**src/rtl/seven_seg_scan.sv**
```systemverilog
// seven_seg_scan: multiplexed N-digit seven-segment driver with prescaler, hex decode, blanking, blink and PWM
// Ports: clk/rst (sync, active-high); value/dp_in/blink_in captured by load into staging,
// promoted to display at each frame boundary; blank_lz and brightness are live.
// Outputs pending, frame_start, digit_en, segs {a..g}, dp are registered one cycle behind scan state.
module seven_seg_scan #(
    parameter int DIGITS        = 4,
    parameter int SCAN_DIV      = 12500,
    parameter int BRIGHT_W      = 3,
    parameter int BLINK_DIV     = 32,
    parameter bit EN_ACTIVE_LOW = 1
) (
    input  logic                  clk,
    input  logic                  rst,
    input  logic [4*DIGITS-1:0]   value,
    input  logic [DIGITS-1:0]     dp_in,
    input  logic [DIGITS-1:0]     blink_in,
    input  logic                  blank_lz,
    input  logic [BRIGHT_W-1:0]   brightness,
    input  logic                  load,
    output logic                  pending,
    output logic                  frame_start,
    output logic [DIGITS-1:0]     digit_en,
    output logic [6:0]            segs,
    output logic                  dp
);
    localparam int CW = $clog2(SCAN_DIV);
    localparam int IW = DIGITS > 1 ? $clog2(DIGITS) : 1;
    localparam int FW = BLINK_DIV > 1 ? $clog2(BLINK_DIV) : 1;
    localparam int PW = CW + BRIGHT_W + 1;
    localparam logic [111:0] SEG_LUT = {
        7'h47, 7'h4F, 7'h3D, 7'h4E, 7'h1F, 7'h77, 7'h7B, 7'h7F,
        7'h70, 7'h5F, 7'h5B, 7'h33, 7'h79, 7'h6D, 7'h30, 7'h7E
    };

    logic [CW-1:0]       cnt_q, cnt_d;
    logic [IW-1:0]       idx_q, idx_d;
    logic [FW-1:0]       fc_q, fc_d;
    logic                phase_q, phase_d;
    logic [4*DIGITS-1:0] stg_val_q, stg_val_d, disp_val_q, disp_val_d;
    logic [DIGITS-1:0]   stg_dp_q, stg_dp_d, disp_dp_q, disp_dp_d;
    logic [DIGITS-1:0]   stg_blk_q, stg_blk_d, disp_blk_q, disp_blk_d;
    logic                pend_q, pend_d;
    logic                bnd_q, bnd_d;
    logic                pending_q, pending_d;
    logic                frame_start_q, frame_start_d;
    logic [DIGITS-1:0]   digit_en_q, digit_en_d;
    logic [6:0]          segs_q, segs_d;
    logic                dp_q, dp_d;

    logic                tick, bnd, z, on, blink_blank;
    logic [3:0]          nib;
    logic [DIGITS-1:0]   lz_blank, en;
    logic [PW-1:0]       lhs, rhs;

    always_comb begin
        tick = cnt_q == CW'(SCAN_DIV - 1);
        bnd = tick && idx_q == IW'(DIGITS - 1);
        cnt_d = tick ? '0 : cnt_q + 1'b1;
        idx_d = !tick ? idx_q : bnd ? '0 : idx_q + 1'b1;
        fc_d = !bnd ? fc_q : (fc_q == FW'(BLINK_DIV - 1)) ? '0 : fc_q + 1'b1;
        phase_d = phase_q ^ (bnd && fc_q == FW'(BLINK_DIV - 1));
        stg_val_d = load ? value : stg_val_q;
        stg_dp_d = load ? dp_in : stg_dp_q;
        stg_blk_d = load ? blink_in : stg_blk_q;
        // a load landing on the boundary bypasses staging and is never pending
        pend_d = load ? !bnd : (bnd ? 1'b0 : pend_q);
        disp_val_d = (load && bnd) ? value : (bnd && pend_q) ? stg_val_q : disp_val_q;
        disp_dp_d = (load && bnd) ? dp_in : (bnd && pend_q) ? stg_dp_q : disp_dp_q;
        disp_blk_d = (load && bnd) ? blink_in : (bnd && pend_q) ? stg_blk_q : disp_blk_q;
        // walk down from the top digit; z stays high while every nibble seen so far is zero
        lz_blank = '0;
        z = blank_lz;
        for (int d = DIGITS - 1; d >= 1; d--) begin
            z = z && disp_val_q[d*4 +: 4] == 4'h0;
            lz_blank[d] = z;
        end
        nib = disp_val_q[{idx_q, 2'b00} +: 4];
        blink_blank = phase_q && disp_blk_q[idx_q];
        lhs = PW'(cnt_q) << BRIGHT_W;
        rhs = (PW'(brightness) + PW'(1)) * PW'(SCAN_DIV);
        on = lhs < rhs;
        en = on ? (DIGITS'(1) << idx_q) : '0;
        digit_en_d = EN_ACTIVE_LOW ? ~en : en;
        segs_d = (blink_blank || lz_blank[idx_q]) ? 7'h00 : SEG_LUT[nib*7 +: 7];
        dp_d = !blink_blank && disp_dp_q[idx_q];
        bnd_d = bnd;
        // delayed twice so the pulse lines up with digit 0's registered outputs
        frame_start_d = bnd_q;
        pending_d = pend_q;
    end

    always_ff @(posedge clk) begin
        if (rst) begin
            cnt_q <= '0;
            idx_q <= '0;
            fc_q <= '0;
            phase_q <= 1'b0;
            stg_val_q <= '0;
            stg_dp_q <= '0;
            stg_blk_q <= '0;
            disp_val_q <= '0;
            disp_dp_q <= '0;
            disp_blk_q <= '0;
            pend_q <= 1'b0;
            bnd_q <= 1'b0;
            pending_q <= 1'b0;
            frame_start_q <= 1'b0;
            digit_en_q <= {DIGITS{EN_ACTIVE_LOW}};
            segs_q <= '0;
            dp_q <= 1'b0;
        end else begin
            cnt_q <= cnt_d;
            idx_q <= idx_d;
            fc_q <= fc_d;
            phase_q <= phase_d;
            stg_val_q <= stg_val_d;
            stg_dp_q <= stg_dp_d;
            stg_blk_q <= stg_blk_d;
            disp_val_q <= disp_val_d;
            disp_dp_q <= disp_dp_d;
            disp_blk_q <= disp_blk_d;
            pend_q <= pend_d;
            bnd_q <= bnd_d;
            pending_q <= pending_d;
            frame_start_q <= frame_start_d;
            digit_en_q <= digit_en_d;
            segs_q <= segs_d;
            dp_q <= dp_d;
        end
    end

    assign pending = pending_q;
    assign frame_start = frame_start_q;
    assign digit_en = digit_en_q;
    assign segs = segs_q;
    assign dp = dp_q;
endmodule
```
**config.mk**
```make
export PLATFORM = sky130hd
export DESIGN_NAME = seven_seg_scan
export DESIGN_NICKNAME = d
export VERILOG_FILES = /design/src/rtl/seven_seg_scan.sv
export SDC_FILE = /design/constraint.sdc
export NUM_CORES = 1
export LEC_CHECK = 0
export CAP_MARGIN = 20
export CORE_MARGIN = 2
export CORE_UTILIZATION = 59
export CTS_BUF_LIST = sky130_fd_sc_hd__clkbuf_8
export DETAILED_ROUTE_END_ITERATION = 10
export GPL_TIMING_DRIVEN = 0
export PLACE_DENSITY = 0.91
export SKIP_CTS_REPAIR_TIMING = 1
export SLEW_MARGIN = 20
export SYNTH_ARGS = -nofsm -noshare
export SYNTH_HDL_FRONTEND = slang
export SYNTH_SLANG_ARGS = --single-unit
```
**constraint.sdc**
```tcl
create_clock -name clk -period 5.05 [get_ports clk]
set_clock_uncertainty 0.15 [all_clocks]
set_input_delay 0.7575 -clock clk [delete_from_list [all_inputs] [get_ports clk]]
set_output_delay 0.7575 -clock clk [all_outputs]
set_load 0.05 [all_outputs]
```
==> metrics.txt, run 1 <==
status completed; CP max stage cell ha_1; post-synthesis cell type count 48; Data arrival, critical path 4.80 ns; Setup Viol. Count Final 0; maxcap violations 0; Inserted Diodes 0; Max VDD drop 0.0001436 V; Initial Util 60.34%; Core Area 7647 sq um; Final Worst Setup Slack 0.3285 ns; Worst Setup End Kind flip-flop; CP cell instances dlymetal6s2s_1 -> inv_1 -> ha_1 -> ha_1 -> xnor2_1 -> ha_1 -> a21o_1 -> ha_1 -> a21oi_1 -> nand4b_1 -> a31oi_2 -> a21oi_1 -> xor2_1 -> ha_1 -> a21o_1 -> a221o_1 -> nor3_2 -> o21ai_0; CTS Sinks 86; Pre-antenna DRT Iters 4; Post-synth EDFFs 0; vias in the first global route 3791; layout cells sized above 1 8.496%; register area 1722 sq um; full die area 8544 sq um; largest net degree at the start of global routing 16; iteration-0 DRC count of the detailed router 154; Mapped Cells 504; Crit path max-delay family adder cells; WL final 10450 microns; total CTS buffers 9; DP HPWL 7422 microns; TritonCTS clock tree built; Fillers 550; CTS root buf clkbuf_8; area grow syn2layout 17.46%; multi-input gate area in the final layout 2736 sq um; Hold WC Path Type flip-flop to flip-flop; Power Dens Cells 262.9 nW/um^2; min Tclk post-route 4.721 ns; RSZ-0062 raised after global routing false; Final ANT Viol Nets 0; ys flop type dfxtp_1; nets 636; clock slew at reported path FFs 0.09 ns; Leak Pwr 2.212 nW; PortBufs 44; Synth Register Bits 86; H-Tree Level Count 3; Worst-Margin Slew 0.6668 ns; Mean Syn Cell Area 9.156 sq um; Worst EP required 5.13 ns; DRC Markers 0; IO Count 45; first-pass GRT wire length 17570 microns; Final TNS setup 0 ns; WS Path Type input port to flip-flop; CTS Buffer Depth 2; CP dominant cell by count ha_1; GP Congestion 0.8303; via count 3825; die width 92.44 microns; Die Height 92.44 microns; initial antenna violation count 0; Avg Vias per Cell 5.735; final hold violation count 0; Worst slew margin 55.54%; Post-Syn Nets 580; average wire per standard cell 15.67 microns; worst skew pair latency 0.38 ns; critical-path maximum fanout 8; gr usage total 25.78%; FP Rows 32; Setup WS pre-CTS -0.5399 ns; GR Overflow Total 0; Max stage delay on crit path 0.43 ns; crit start category input port; post-synthesis sequential area ratio 37.31%; Post-synth ARST share 0%; crit share post-route 93.49%; Slew Viols, Final 0; synth warn 0; fmax 0.2118 GHz; Worst Path Buf+Inv 2; Mapped Area 4614 sq um
[synthesized netlist by cell type (3+ instances only)]
cell | count | share of area, %
a31oi_1 | 4 | 0.54
nor3b_1 | 13 | 2.1
nor3_1 | 3 | 0.33
nand4b_1 | 3 | 0.57
nor4_2 | 6 | 1.6
and3_1 | 6 | 0.81
nor4_1 | 9 | 1.2
dfxtp_1 | 86 | 37
nand2_1 | 28 | 2.3
nand4_1 | 8 | 1.1
o21ai_0 | 23 | 2.5
mux2i_1 | 27 | 5.9
and2_1 | 3 | 0.41
a21oi_1 | 17 | 1.8
xor2_1 | 17 | 3.2
xnor2_1 | 12 | 2.3
nor2b_1 | 8 | 1.1
ha_1 | 45 | 12
a21o_1 | 5 | 0.81
nand3_1 | 9 | 0.98
inv_1 | 17 | 1.4
buf_2 | 8 | 0.87
a211oi_1 | 6 | 0.98
nand2b_1 | 12 | 1.6
mux4_2 | 7 | 3.4
nor2_1 | 84 | 6.8
clkbuf_1 | 13 | 1.1
[state kept, by name, indices dropped and copies added (netlist names), 5 cells and up]
register,cells
stg_val_q,16
cnt_q,14
fc_q,5
disp_val_q,16
segs,7
[cell usage in the layout, fill, tap and decap left out, types with 13 or more instances in the layout]
cell type | Yosys | routed
o21ai_0 | 23 | 23
ha_1 | 45 | 45
inv_1 | 17 | 17
mux2i_1 | 27 | 27
a21oi_1 | 17 | 17
nand2_1 | 28 | 28
dfxtp_1 | 86 | 86
clkbuf_1 | 13 | 13
nor2_1 | 84 | 84
xor2_1 | 17 | 16
nor3b_1 | 13 | 13
clkdlybuf4s50_1 | 0 | 42
[metrics by stage]
step                hold slack (ns)  utilization [%]  cells  cell area (sq um)  power, mW
floorplan                    0.2638                -    504               4614     0.8624
global placement             0.2724            67.77    650               5182     0.9206
detailed placement           0.2891            67.77    650               5182     0.9324
CTS                          0.3083            70.47    666               5389      1.422
global route                 0.3315            70.88    667               5420      1.482
finish                       0.2997            70.88    667               5420      1.425
[power breakdown]
group          internal (mW)  leakage [nW]  switching, mW
registers              0.695         0.701        0.00904
logic                 0.0974          1.41          0.119
clock network          0.245         0.103          0.260
[path summary, 6_finish.rpt]
check	start	endpoint	slack, ns	depth (start not counted)
worst min-delay path	bnd_q$_SDFF_PP0_	frame_start$_SDFF_PP0_	0.30	1
worst min register to register	bnd_q$_SDFF_PP0_	frame_start$_SDFF_PP0_	0.30	1
worst max-delay path	brightness[0]	digit_en[2]$_SDFF_PP1_	0.33	18
worst max register to register	cnt_q[0]$_SDFF_PP0_	disp_dp_q[2]$_SDFFE_PP0P_	2.59	8
[final cells by class]
type / count / area share (%)
Timing Repair Buffer: 45 / 8.356
Buffer: 24 / 2.054
Sequential cell: 86 / 31.76
Tap cell: 102 / 2.355
Multi-Input combinational cell: 377 / 50.48
Inverter: 17 / 1.177
Clock inverter: 6 / 1.270
Clock buffer: 10 / 2.539
[layer usage]
layer  GRT usage (%)  vias up  wire (microns)
li1                -     1868               -
met1           28.85     1836            4175
met2           47.57       98            5595
met3           4.963       23             462
met4           10.70        0             216
met5               0        -               0
[logic make-up (layout without fill, tap and decap cells)]
family	Yosys count	after routing	share of synthesized area [%]
AOI/OAI and AO/OA	67	67	8.867
xor gates and xnor gates	29	29	5.504
adders and majority gates	45	45	12.20
buffers and inverters	41	102	3.796
DFF	86	86	37.31
muxes	35	35	9.517
and+or+nand+nor	201	201	22.80
(Power assumes the default switching activity.)
==> run 2: changes to the inputs <==
- CAP_MARGIN: 20 -> default
==> results of run 2 <==
No change in the layout: final DEF, timing and power equal those of run 1.
